<file path="src/rtl/stream_min_max_if.sv">
// Handshake bundle for stream_min_max: beat stream in, min/max result out.
interface stream_min_max_if #(
   parameter int N    = 8,
   parameter int IDXW = 8
);
   logic            in_valid;
   logic            in_ready;
   logic [N-1:0]    in_data;
   logic            in_last;
   logic            out_valid;
   logic            out_ready;
   logic [N-1:0]    out_min;
   logic [N-1:0]    out_max;
   logic [IDXW-1:0] out_min_idx;
   logic [IDXW-1:0] out_max_idx;
   logic [IDXW-1:0] out_count;
   logic            out_ovf;

   modport master (
      output in_valid, in_data, in_last, out_ready,
      input  in_ready, out_valid, out_min, out_max,
      input  out_min_idx, out_max_idx, out_count, out_ovf
   );

   modport slave (
      input  in_valid, in_data, in_last, out_ready,
      output in_ready, out_valid, out_min, out_max,
      output out_min_idx, out_max_idx, out_count, out_ovf
   );
endinterface

</file>
<file path="src/rtl/stream_min_max.sv">
// Per-packet min/max/index/count tracker over a valid/ready beat stream.
// Define STREAM_MIN_MAX_SIGNED_EN for two's-complement compares.
module stream_min_max #(
   parameter int N    = 8,
   parameter int IDXW = 8
) (
   input logic             clk,
   input logic             rst,
   stream_min_max_if.slave bus_io
);
   typedef enum logic [1:0] {
      IDLE,
      ACCUM,
      HOLD
   } state_e;

   localparam logic [IDXW-1:0] CMAX = '1;
   localparam logic [IDXW-1:0] ONE  = IDXW'(1);

   // Flipping the sign bit maps signed order onto unsigned order.
`ifdef STREAM_MIN_MAX_SIGNED_EN
   localparam logic [N-1:0] FLIP = {1'b1, {(N-1){1'b0}}};
`else
   localparam logic [N-1:0] FLIP = '0;
`endif

   state_e          state_q, state_d;
   logic            rdy_q;
   logic [N-1:0]    min_q, min_d;
   logic [N-1:0]    max_q, max_d;
   logic [IDXW-1:0] min_idx_q, min_idx_d;
   logic [IDXW-1:0] max_idx_q, max_idx_d;
   logic [IDXW-1:0] cnt_q, cnt_d;
   logic            ovf_q, ovf_d;

   logic            in_ready;
   logic            out_valid;
   logic            acc;
   logic            lt_min;
   logic            gt_max;
   logic            sat;
   logic [N-1:0]    key_in;
   logic [N-1:0]    key_min;
   logic [N-1:0]    key_max;

   function automatic logic nib_lt(
      input logic [N-1:0] a,
      input logic [N-1:0] b
   );
      logic done;
      logic res;
      done = 1'b0;
      res  = 1'b0;
      for (int k = N/4 - 1; k >= 0; k--) begin
         if (!done && (a[4*k +: 4] != b[4*k +: 4])) begin
            res  = a[4*k +: 4] < b[4*k +: 4];
            done = 1'b1;
         end
      end
      return res;
   endfunction

   always_ff @(posedge clk or posedge rst) begin
      if (rst) begin
         state_q <= IDLE;
      end else begin
         state_q <= state_d;
      end
   end

   always_comb begin
      state_d = state_q;
      unique case (state_q)
         IDLE: begin
            if (acc) begin
               state_d = bus_io.in_last ? HOLD : ACCUM;
            end
         end
         ACCUM: begin
            if (acc && bus_io.in_last) begin
               state_d = HOLD;
            end
         end
         HOLD: begin
            if (bus_io.out_ready) begin
               state_d = IDLE;
            end
         end
         default: state_d = IDLE;
      endcase
   end

   always_comb begin
      in_ready  = 1'b0;
      out_valid = 1'b0;
      unique case (state_q)
         IDLE, ACCUM: in_ready = rdy_q;
         HOLD:        out_valid = 1'b1;
         default:     in_ready = 1'b0;
      endcase
   end

   assign acc     = bus_io.in_valid & in_ready;
   assign key_in  = bus_io.in_data ^ FLIP;
   assign key_min = min_q ^ FLIP;
   assign key_max = max_q ^ FLIP;
   assign lt_min  = nib_lt(key_in, key_min);
   assign gt_max  = nib_lt(key_max, key_in);
   assign sat     = (cnt_q == CMAX);

   // Index of a beat is the pre-increment count, so it clamps with it.
   always_comb begin
      min_d     = min_q;
      max_d     = max_q;
      min_idx_d = min_idx_q;
      max_idx_d = max_idx_q;
      cnt_d     = cnt_q;
      ovf_d     = ovf_q;
      if (acc) begin
         if (state_q == IDLE) begin
            min_d     = bus_io.in_data;
            max_d     = bus_io.in_data;
            min_idx_d = '0;
            max_idx_d = '0;
            cnt_d     = ONE;
            ovf_d     = 1'b0;
         end else begin
            if (lt_min) begin
               min_d     = bus_io.in_data;
               min_idx_d = cnt_q;
            end
            if (gt_max) begin
               max_d     = bus_io.in_data;
               max_idx_d = cnt_q;
            end
            if (sat) begin
               ovf_d = 1'b1;
            end else begin
               cnt_d = cnt_q + ONE;
            end
         end
      end
   end

   always_ff @(posedge clk or posedge rst) begin
      if (rst) begin
         rdy_q     <= 1'b0;
         min_q     <= '0;
         max_q     <= '0;
         min_idx_q <= '0;
         max_idx_q <= '0;
         cnt_q     <= '0;
         ovf_q     <= 1'b0;
      end else begin
         rdy_q     <= 1'b1;
         min_q     <= min_d;
         max_q     <= max_d;
         min_idx_q <= min_idx_d;
         max_idx_q <= max_idx_d;
         cnt_q     <= cnt_d;
         ovf_q     <= ovf_d;
      end
   end

   assign bus_io.in_ready    = in_ready;
   assign bus_io.out_valid   = out_valid;
   assign bus_io.out_min     = min_q;
   assign bus_io.out_max     = max_q;
   assign bus_io.out_min_idx = min_idx_q;
   assign bus_io.out_max_idx = max_idx_q;
   assign bus_io.out_count   = cnt_q;
   assign bus_io.out_ovf     = ovf_q;
endmodule

</file>
<file path="src/flat_wrapper.sv">
// flat-port wrapper written by rule: the top's interface ports become plain ports
module stream_min_max_flat 
#(
   parameter int N    = 8,
   parameter int IDXW = 8
)
  (clk, rst, bus_io_in_valid, bus_io_in_data, bus_io_in_last, bus_io_out_ready, bus_io_in_ready, bus_io_out_valid, bus_io_out_min, bus_io_out_max, bus_io_out_min_idx, bus_io_out_max_idx, bus_io_out_count, bus_io_out_ovf);
  stream_min_max_if #(.N(N), .IDXW(IDXW)) bus_io_i ();
  input logic clk;
  input logic rst;
  input wire logic [$bits(bus_io_i.in_valid)-1:0] bus_io_in_valid;
  input wire logic [$bits(bus_io_i.in_data)-1:0] bus_io_in_data;
  input wire logic [$bits(bus_io_i.in_last)-1:0] bus_io_in_last;
  input wire logic [$bits(bus_io_i.out_ready)-1:0] bus_io_out_ready;
  output wire logic [$bits(bus_io_i.in_ready)-1:0] bus_io_in_ready;
  output wire logic [$bits(bus_io_i.out_valid)-1:0] bus_io_out_valid;
  output wire logic [$bits(bus_io_i.out_min)-1:0] bus_io_out_min;
  output wire logic [$bits(bus_io_i.out_max)-1:0] bus_io_out_max;
  output wire logic [$bits(bus_io_i.out_min_idx)-1:0] bus_io_out_min_idx;
  output wire logic [$bits(bus_io_i.out_max_idx)-1:0] bus_io_out_max_idx;
  output wire logic [$bits(bus_io_i.out_count)-1:0] bus_io_out_count;
  output wire logic [$bits(bus_io_i.out_ovf)-1:0] bus_io_out_ovf;
  assign bus_io_i.in_valid = bus_io_in_valid;
  assign bus_io_i.in_data = bus_io_in_data;
  assign bus_io_i.in_last = bus_io_in_last;
  assign bus_io_i.out_ready = bus_io_out_ready;
  assign bus_io_in_ready = bus_io_i.in_ready;
  assign bus_io_out_valid = bus_io_i.out_valid;
  assign bus_io_out_min = bus_io_i.out_min;
  assign bus_io_out_max = bus_io_i.out_max;
  assign bus_io_out_min_idx = bus_io_i.out_min_idx;
  assign bus_io_out_max_idx = bus_io_i.out_max_idx;
  assign bus_io_out_count = bus_io_i.out_count;
  assign bus_io_out_ovf = bus_io_i.out_ovf;
  stream_min_max #(.N(N), .IDXW(IDXW)) u_core (.clk(clk), .rst(rst), .bus_io(bus_io_i));
endmodule
</file>
<file path="config.mk">
export PLATFORM = sky130hd
export DESIGN_NAME = stream_min_max_flat
export DESIGN_NICKNAME = d
export VERILOG_FILES = /design/src/rtl/stream_min_max_if.sv /design/src/rtl/stream_min_max.sv /design/src/flat_wrapper.sv
export SDC_FILE = /design/constraint.sdc
export NUM_CORES = 1
export LEC_CHECK = 0
export BUFFER_PORTS_ARGS = -buffer_cell sky130_fd_sc_hd__buf_2
export CORE_MARGIN = 2
export CORE_UTILIZATION = 48
export DETAILED_ROUTE_END_ITERATION = 6
export HOLD_SLACK_MARGIN = 0.1
export PLACE_DENSITY = 0.75
export SYNTH_ARGS = -nofsm -noshare
export SYNTH_HDL_FRONTEND = slang
export SYNTH_SLANG_ARGS = --single-unit
</file>
<file path="constraint.sdc">
create_clock -name clk -period 2 [get_ports clk]
set_input_delay 0.1 -clock clk [delete_from_list [all_inputs] [get_ports clk]]
set_output_delay 0.1 -clock clk [all_outputs]
set_load 0.01 [all_outputs]
</file>
== Yosys cells after proc, flatten, opt, wreduce, memory -nomap -nowiden ==
Cells that the tools add are included.
Widths: inputs -> output; s select.
Storage, ports and cells
  bits in registers: 44
  input port bits: 13
  output and inout bits: 43
  logic and storage cells: 65
Cells by class
  $add $sub $neg: 1
  $lt $le $gt $ge: 4
  eq/ne operators: 11
  mux-type cells: 25
  bitwise gates (word level): 1
  reduce and logical (&&, ||, !) cells: 15
Operator list (count)
  $mux 8: 10
  $lt 4x4->1: 4
  $ne 4x4->1: 4
  $mux 1: 10
  $add 8x1->8 const B: 1
  $eq 8x8->1 const B: 1
  $mux 2: 4
  $reduce_and 2->1: 4
  $pmux 2 s3: 1
  $reduce_bool 2->1: 3
  $ne 2x1->1 const B: 2
  $ne 2x2->1 const B: 2
  $logic_and 1x1->1: 3
  $reduce_and 3->1: 1
  $eq 2x1->1 const B: 1
  $eq 2x2->1 const B: 1
  $logic_not 1->1: 2
  $logic_not 2->1: 1
  $reduce_or 2->1: 1
  $and 1x1->1: 1

== Longest topological paths before layout ==
Gate-level depths: netlist of the first run.
  depth in word-level cells: 7
  gate-level depth with buffers: 8
  mapped depth without buffers: 7

== Least setup slack after synthesis of the first run ==
No wires, ideal clock.
  kind: register to register
  start point: reg u_core.min_q[3] (netlist: u_core.bus_io.out_min[3])
  end point: reg u_core.min_idx_q[0] (netlist: u_core.bus_io.out_min_idx[0])
  setup time: 125 ps
  arrival time: 1985 ps
  setup slack: -110 ps
  cell stages (with the launch flop): 9
  buffers on the path: 1
  cells stage by stage: dfrtp_1 -> inv_1 -> ha_1 -> o211ai_1 -> nor2_2 -> a2111oi_4 -> o41ai_4 -> buf_6 -> mux2_4
Between the ends
  cells in the longest elaborated chain, start to end: 5
  elaborated cells between the ends (all ways): 6
  classes of those cells: 1 x order compare; 1 x eq/ne; 1 x mux; 3 x reduce/logical
Ends and longest elaborated chain
  start, declared: line stream_min_max.sv:29  | logic [N-1:0] min_q, min_d;
  start signal, assigned: line stream_min_max.sv:156  | min_q <= min_d;
  branches (longest 2 deep; another with $lt 4x4->1)
  $mux 1 (*): line stream_min_max.sv:55  | if (!done && (a[4*k +: 4] != b[4*k +: 4])) begin
  $reduce_bool 2->1 (no line) (*)
  $reduce_and 2->1 (no line) (*)
  end signal, assigned: line stream_min_max.sv:158  | min_idx_q <= min_idx_d;
  end, declared: line stream_min_max.sv:31  | logic [IDXW-1:0] min_idx_q, min_idx_d;
Mark *: on every way between the ends.
A chain may end at the register's enable or synchronous reset.

== Final worst setup path of the first run ==
  start point: reg u_core.min_q[6] (netlist: u_core.bus_io.out_min[6])
  end point: reg u_core.min_q[5] (netlist: u_core.bus_io.out_min[5])
Between the ends
  cells in the longest elaborated chain, start to end: 7
  elaborated cells between the ends (all ways): 9
  classes of those cells: 1 x order compare; 1 x eq/ne; 3 x mux; 4 x reduce/logical
Ends and longest elaborated chain (line)
  branches (longest 4 deep; another with $lt 4x4->1)
  $mux 1 (*): stream_min_max.sv:55
  $reduce_bool 2->1 (no line) (*)
  $reduce_and 2->1 (no line) (*)
Marked as above.

==> results of run 1 <==
==> cells in the final DEF (no fill, tap or decap), types with 6 or more instances in the layout <==
cell type	count
mux2_2	7
ha_1	9
nor2_1	15
inv_1	19
mux2i_1	9
ha_4	8
dlygate4sd3_1	6
nor2b_1	6
buf_2	55
buf_4	41
dfrtp_1	44
mux2_4	17
==> critical path: cells and delay by family (launching register included) <==
family                   cells  cell delay, ns
AO/OA/AOI/OAI                2            0.53
adder cells (fa/ha/maj)      1            0.31
multiplexers                 1            0.23
flip-flops                   1            0.39
buffers and inverters        3            0.41
AND/OR/NAND/NOR              1            0.05
==> kinds of logic after synthesis <==
logic type	share of synthesized area
AO/OA/AOI/OAI	0.1096
flip-flops	0.4681
XOR/XNOR	0.01117
buffers and inverters	0.05000
other	0.001594
adder cells (fa/ha/maj)	0.09042
AND/OR/NAND/NOR	0.09681
multiplexers	0.1723
==> registers in the layout, indices dropped and copies added (netlist names) <==
signal	count
u_core.bus_io.out_count	8
u_core.bus_io.out_max	8
u_core.bus_io.out_max_idx	8
u_core.bus_io.out_min	8
u_core.bus_io.out_min_idx	8
u_core.state_q	2
u_core.bus_io.out_ovf	1
u_core.rdy_q	1
==> synth_stat cells, types with 2 or more instances <==
cell type,number
o21a_1,2
inv_1,22
o32ai_1,2
nand2b_1,4
nand3_1,6
dfrtp_1,44
nor2b_1,6
mux2i_1,9
mux2_4,12
o41ai_4,2
a2111oi_2,3
a21oi_1,6
nand2_1,4
nor2_1,15
xor2_1,2
mux2_2,12
ha_1,17
buf_6,2
==> per-stage QoR <==
step | worst slack [ns] | total power (W) | cells | hold WS (ns) | util
CTS | 0.009256 | 0.003819 | 361 | 0.1044 | 0.6919
finish | -0.01856 | 0.004018 | 366 | 0.1150 | 0.7200
floorplan | -0.05051 | 0.002273 | 191 | 0.1901 | -
global route | -0.1047 | 0.004246 | 366 | 0.1189 | 0.7200
detailed placement | -0.3963 | 0.002945 | 346 | 0.01511 | 0.6400
global placement | -0.3222 | 0.002908 | 346 | 0.01465 | 0.6400
==> repair_timing <==
action | 4_1_cts | 5_1_grt
gates resized for setup | 3 | 14
endpoints found under the hold margin | 49 | 0
hold buffers | 6 | 0
buffers inserted | 3 | 5
endpoints found under the setup margin | 29 | 28
pin swaps | 3 | 2
==> layout make-up <==
cell class,count,area share
multi-input cells,121,0.3878
well taps,67,0.02465
flip-flops and latches,44,0.3238
repair buffers,105,0.2016
clock inverters,2,0.01766
inverters,22,0.02428
clock buffers,5,0.02024
==> power by group through the flow <==
stage	clock network (W)	registers, W	logic, W
after floorplan	0	0.00140	0.000872
after global placement	0	0.00130	0.00161
after CTS	0.000803	0.00129	0.00173
final	0.000803	0.00131	0.00190
after global routing	0.000839	0.00134	0.00207
after detailed placement	0	0.00130	0.00164
==> routing by layer <==
metal	wire, um	vias up	track usage
li1	-	883	-
met1	2564	891	0.2768
met2	2877	46	0.3383
met3	176	5	0.03794
met4	55	0	0.04848
met5	0	-	0
==> worst paths after layout <==
check	from	to	slack (ns)	depth (start not counted)
min reg2reg	u_core.bus_io.out_ovf	u_core.bus_io.out_ovf	0.50	2
min	bus_io_in_data[3]	u_core.bus_io.out_max[3]	0.11	2
max	u_core.bus_io.out_min[6]	u_core.bus_io.out_min[5]	-0.02	8
max reg2reg	u_core.bus_io.out_min[6]	u_core.bus_io.out_min[5]	-0.02	8
min in group asynchronous	rst	u_core.bus_io.out_max_idx[2]	0.26	3
max in group asynchronous	rst	u_core.bus_io.out_max[1]	1.20	4
==> results.json, run 1 <==
{
  "crit_chain": "inv_1, ha_1, o21a_1, nor2_1, o41ai_4, buf_12, buf_4, mux2i_1",
  "start_util": 0.4980,
  "grt_pass1_vias": 1772,
  "ios": 56,
  "routedWlPerCell_um": 15.50,
  "cts_max_path_buffers": 2,
  "fillCellCount": 310,
  "clock_tree.root_cell": "clkbuf_8",
  "synth_cells": 191,
  "tns_ns": -0.02130,
  "combPwrFrac": 0.473,
  "start_kind": "flip-flop",
  "grt_usage": 0.2033,
  "arrival_ns": 2.23,
  "synth-seq-area-share": 0.4681,
  "clk_latency_ns": 0.29,
  "holdCritPathClass": "in -> reg",
  "drc_errors": 0,
  "h-tree-depth": 2,
  "min_period_ns": 2.019,
  "cts_tree": "yes",
  "maxSlewViolCount": 0,
  "violations": "setup timing",
  "status": "complete, but fails checks",
  "ys_warn_count": 0,
  "end_kind": "flip-flop",
  "final-hold-violation-count": 0,
  "fin_crit_sh": 1.009,
  "finalInstanceArea_um2": 3401,
  "power.leakage_nw": 1.773,
  "syn-num-nets": 221,
  "fin_nets": 329,
  "fin_ws_ns": -0.01856,
  "place_congestion": 0.8472,
  "clkSinkCount": 44,
  "synth_area_leaders": "dfrtp_1, ha_1, mux2_4, mux2_2, mux2i_1",
  "seqPwrFrac": 0.327,
  "clock.fmax_ghz": 0.4954,
  "ys_types": 39,
  "yosys.area.top_type": "dfrtp_1",
  "rows": 25,
  "overflow": 0,
  "first_pass_iters": 4,
  "syn_area_um2": 2352,
  "ir_worst_vdd_uv": 671.4,
  "dieArea_um2": 5477,
  "p_sw_w": 0.001372,
  "dr_total_vias": 1825,
  "cpPeakStageDelay_ns": 0.42,
  "avgSynthCellArea_um2": 12.32,
  "diodes": 0,
  "p_int_w": 0.002647,
  "drv_cap": 0,
  "power_density_nw_per_um2": 1182,
  "multi_input_area_um2": 1319,
  "regArea_um2": 1101,
  "grt_max_degree": 23,
  "synthArstFlopShare": 1.000,
  "ys_ff_latch": 44,
  "synth_ff_type": "dfrtp_1",
  "p_sw_frac": 0.3414,
  "crit_type": "reg -> reg",
  "rsz0062_at_grt": "yes",
  "setup_violations": 3,
  "finClkSkew_ns": 0.004380,
  "place_area_um2": 3023,
  "synth_top_area_share": 0.4681,
  "portBuffers": 55,
  "synth-edff-count": 0,
  "critPathMaxFanout": 10,
  "cts_made_buffers": 5,
  "drt_iter0_drc": 102,
  "dieHeight_um": 74.01,
  "grt_pass1_wl_um": 8521,
  "cp.required_ns": 2.21,
  "coreArea_um2": 4723,
  "antenna_found_initial": 0,
  "clkPwrFrac": 0.200,
  "syn_to_final_growth_pct": 44.57,
  "drive_gt1_frac": 0.5184,
  "dp_hpwl_um": 3871,
  "via_per_inst": 4.986,
  "ant_nets": 0,
  "totalWireLength_um": 5673,
  "cp_slowest_cell": "o41ai_4",
  "cts.clk_slew.worst_paths_ns": 0.09,
  "die_x_um": 74.01
}
(Power assumes the default switching activity.)
==> run 2, diff against run 1 <==
--- a/config.mk
+++ b/config.mk
@@ -11,6 +11,8 @@
 export DETAILED_ROUTE_END_ITERATION = 6
 export HOLD_SLACK_MARGIN = 0.1
 export PLACE_DENSITY = 0.75
+export SKIP_CTS_REPAIR_TIMING = 1
+export SKIP_LAST_GASP = 1
 export SYNTH_ARGS = -nofsm -noshare
 export SYNTH_HDL_FRONTEND = slang
 export SYNTH_SLANG_ARGS = --single-unit
==> results.json, run 2 (synthesized netlist as in run 1, its figures left out) <==
{
  "p_total_w": 0.003967,
  "ir_worst_vdd_uv": 668.0,
  "place_area_um2": 3023,
  "rows": 25,
  "die_x_um": 74.01,
  "fillCellCount": 317,
  "regArea_um2": 1101,
  "seqPwrFrac": 0.329,
  "arrival_ns": 2.31,
  "tns_ns": -0.3341,
  "start_kind": "flip-flop",
  "layout_commonest_cell": "buf_2",
  "routedWlPerCell_um": 15.09,
  "totalWireLength_um": 5476,
  "ant_nets": 0,
  "fin_ws_ns": -0.1220,
  "maxSlewViolCount": 0,
  "grt_max_degree": 23,
  "drive_gt1_frac": 0.5203,
  "combPwrFrac": 0.470,
  "grt_pass1_wl_um": 8155,
  "drt_iter0_drc": 70,
  "cp.required_ns": 2.19,
  "clkSinkCount": 44,
  "utilization": 0.7083,
  "holdCritPathClass": "in -> reg",
  "finalInstanceArea_um2": 3346,
  "fin_nets": 326,
  "syn_to_final_growth_pct": 42.23,
  "diodes": 0,
  "setup_violations": 3,
  "h-tree-depth": 2,
  "ios": 56,
  "cts.clk_slew.worst_paths_ns": 0.08,
  "mostFrequentLayoutCells": "buf_2, dfrtp_1, buf_4, inv_1, mux2_4",
  "place_congestion": 0.8472,
  "power.leakage_nw": 1.759,
  "multi_input_area_um2": 1294,
  "drv_cap": 0,
  "rsz0062_at_grt": "yes",
  "coreArea_um2": 4723,
  "cts_max_path_buffers": 2,
  "grt_usage": 0.1935,
  "portBuffers": 55,
  "finClkSkew_ns": 0.004286,
  "start_util": 0.4980,
  "p_sw_frac": 0.3406,
  "min_period_ns": 2.122,
  "violations": "setup timing",
  "dieArea_um2": 5477,
  "p_sw_w": 0.001351,
  "clock.fmax_ghz": 0.4713,
  "grt_pass1_vias": 1711,
  "fin_crit_sh": 1.061,
  "clock_tree.root_cell": "clkbuf_8",
  "antenna_found_initial": 0,
  "cts_tree": "yes",
  "dp_hpwl_um": 3871,
  "crit_type": "reg -> reg",
  "final-hold-violation-count": 0,
  "drc_errors": 0,
  "clkPwrFrac": 0.202,
  "cts_made_buffers": 5,
  "overflow": 0,
  "status": "complete, but fails checks",
  "first_pass_iters": 4,
  "power_density_nw_per_um2": 1186,
  "via_per_inst": 4.928,
  "end_kind": "flip-flop",
  "clk_latency_ns": 0.29,
  "critPathMaxFanout": 12,
  "regToRegSetupSlack_ns": -0.12,
  "p_int_w": 0.002616,
  "dieHeight_um": 74.01,
  "dr_total_vias": 1789
}
## run 2: final timing paths
path	depth (start not counted)	endpoint	start
hold reg to reg	2	u_core.bus_io.out_ovf	u_core.bus_io.out_ovf
min in group asynchronous	3	u_core.bus_io.out_max_idx[2]	rst
hold / removal	2	u_core.bus_io.out_max[6]	bus_io_in_data[6]
setup reg to reg	8	u_core.bus_io.out_min_idx[0]	u_core.bus_io.out_min[6]
max in group asynchronous	4	u_core.bus_io.out_max[1]	rst
setup / recovery	8	u_core.bus_io.out_min_idx[0]	u_core.bus_io.out_min[6]
## run 2: cell type report
type / count / share of cell area
flip-flops and latches: 44 / 0.3291
inverters: 22 / 0.02468
clock inverters: 2 / 0.01795
well taps: 67 / 0.02506
multi-input cells: 121 / 0.3867
repair buffers: 102 / 0.1960
clock buffers: 5 / 0.02057
## run 2: routing by layer
metal  up-vias  routed length [um]  GRT usage
met3         7                 159    0.03794
met4         0                  63    0.04848
met1       869                2498     0.2646
met2        38                2754     0.3185
li1        875                   -          -
met5         -                   0          0
## run 2: per-stage QoR
stage          hold WS [ns]  worst slack [ns]  cells
2_1_floorplan        0.1901          -0.05051    191
3_3_place_gp        0.01465           -0.3222    346
3_5_place_dp        0.01511           -0.3963    346
4_1_cts             -0.2991           -0.3954    353
5_1_grt              0.1001           -0.2041    363
6_report            0.09095           -0.1220    363
## run 2: critical path: stages, from the launching register on
cell and delay (ns):
dfrtp_1 0.38, inv_1 0.07, ha_1 0.32, nand3_2 0.11, a2111oi_4 0.40, o41ai_4 0.13
buf_12 0.17, buf_4 0.15, mux2_4 0.29
## run 2: power groups by stage
stage | logic [W] | clock network (W) | registers [W]
2_1_floorplan | 0.000872 | 0 | 0.00140
3_3_place_gp | 0.00161 | 0 | 0.00130
3_5_place_dp | 0.00164 | 0 | 0.00130
4_1_cts | 0.00166 | 0.000803 | 0.00129
5_1_grt | 0.00203 | 0.000836 | 0.00133
6_report | 0.00186 | 0.000800 | 0.00130
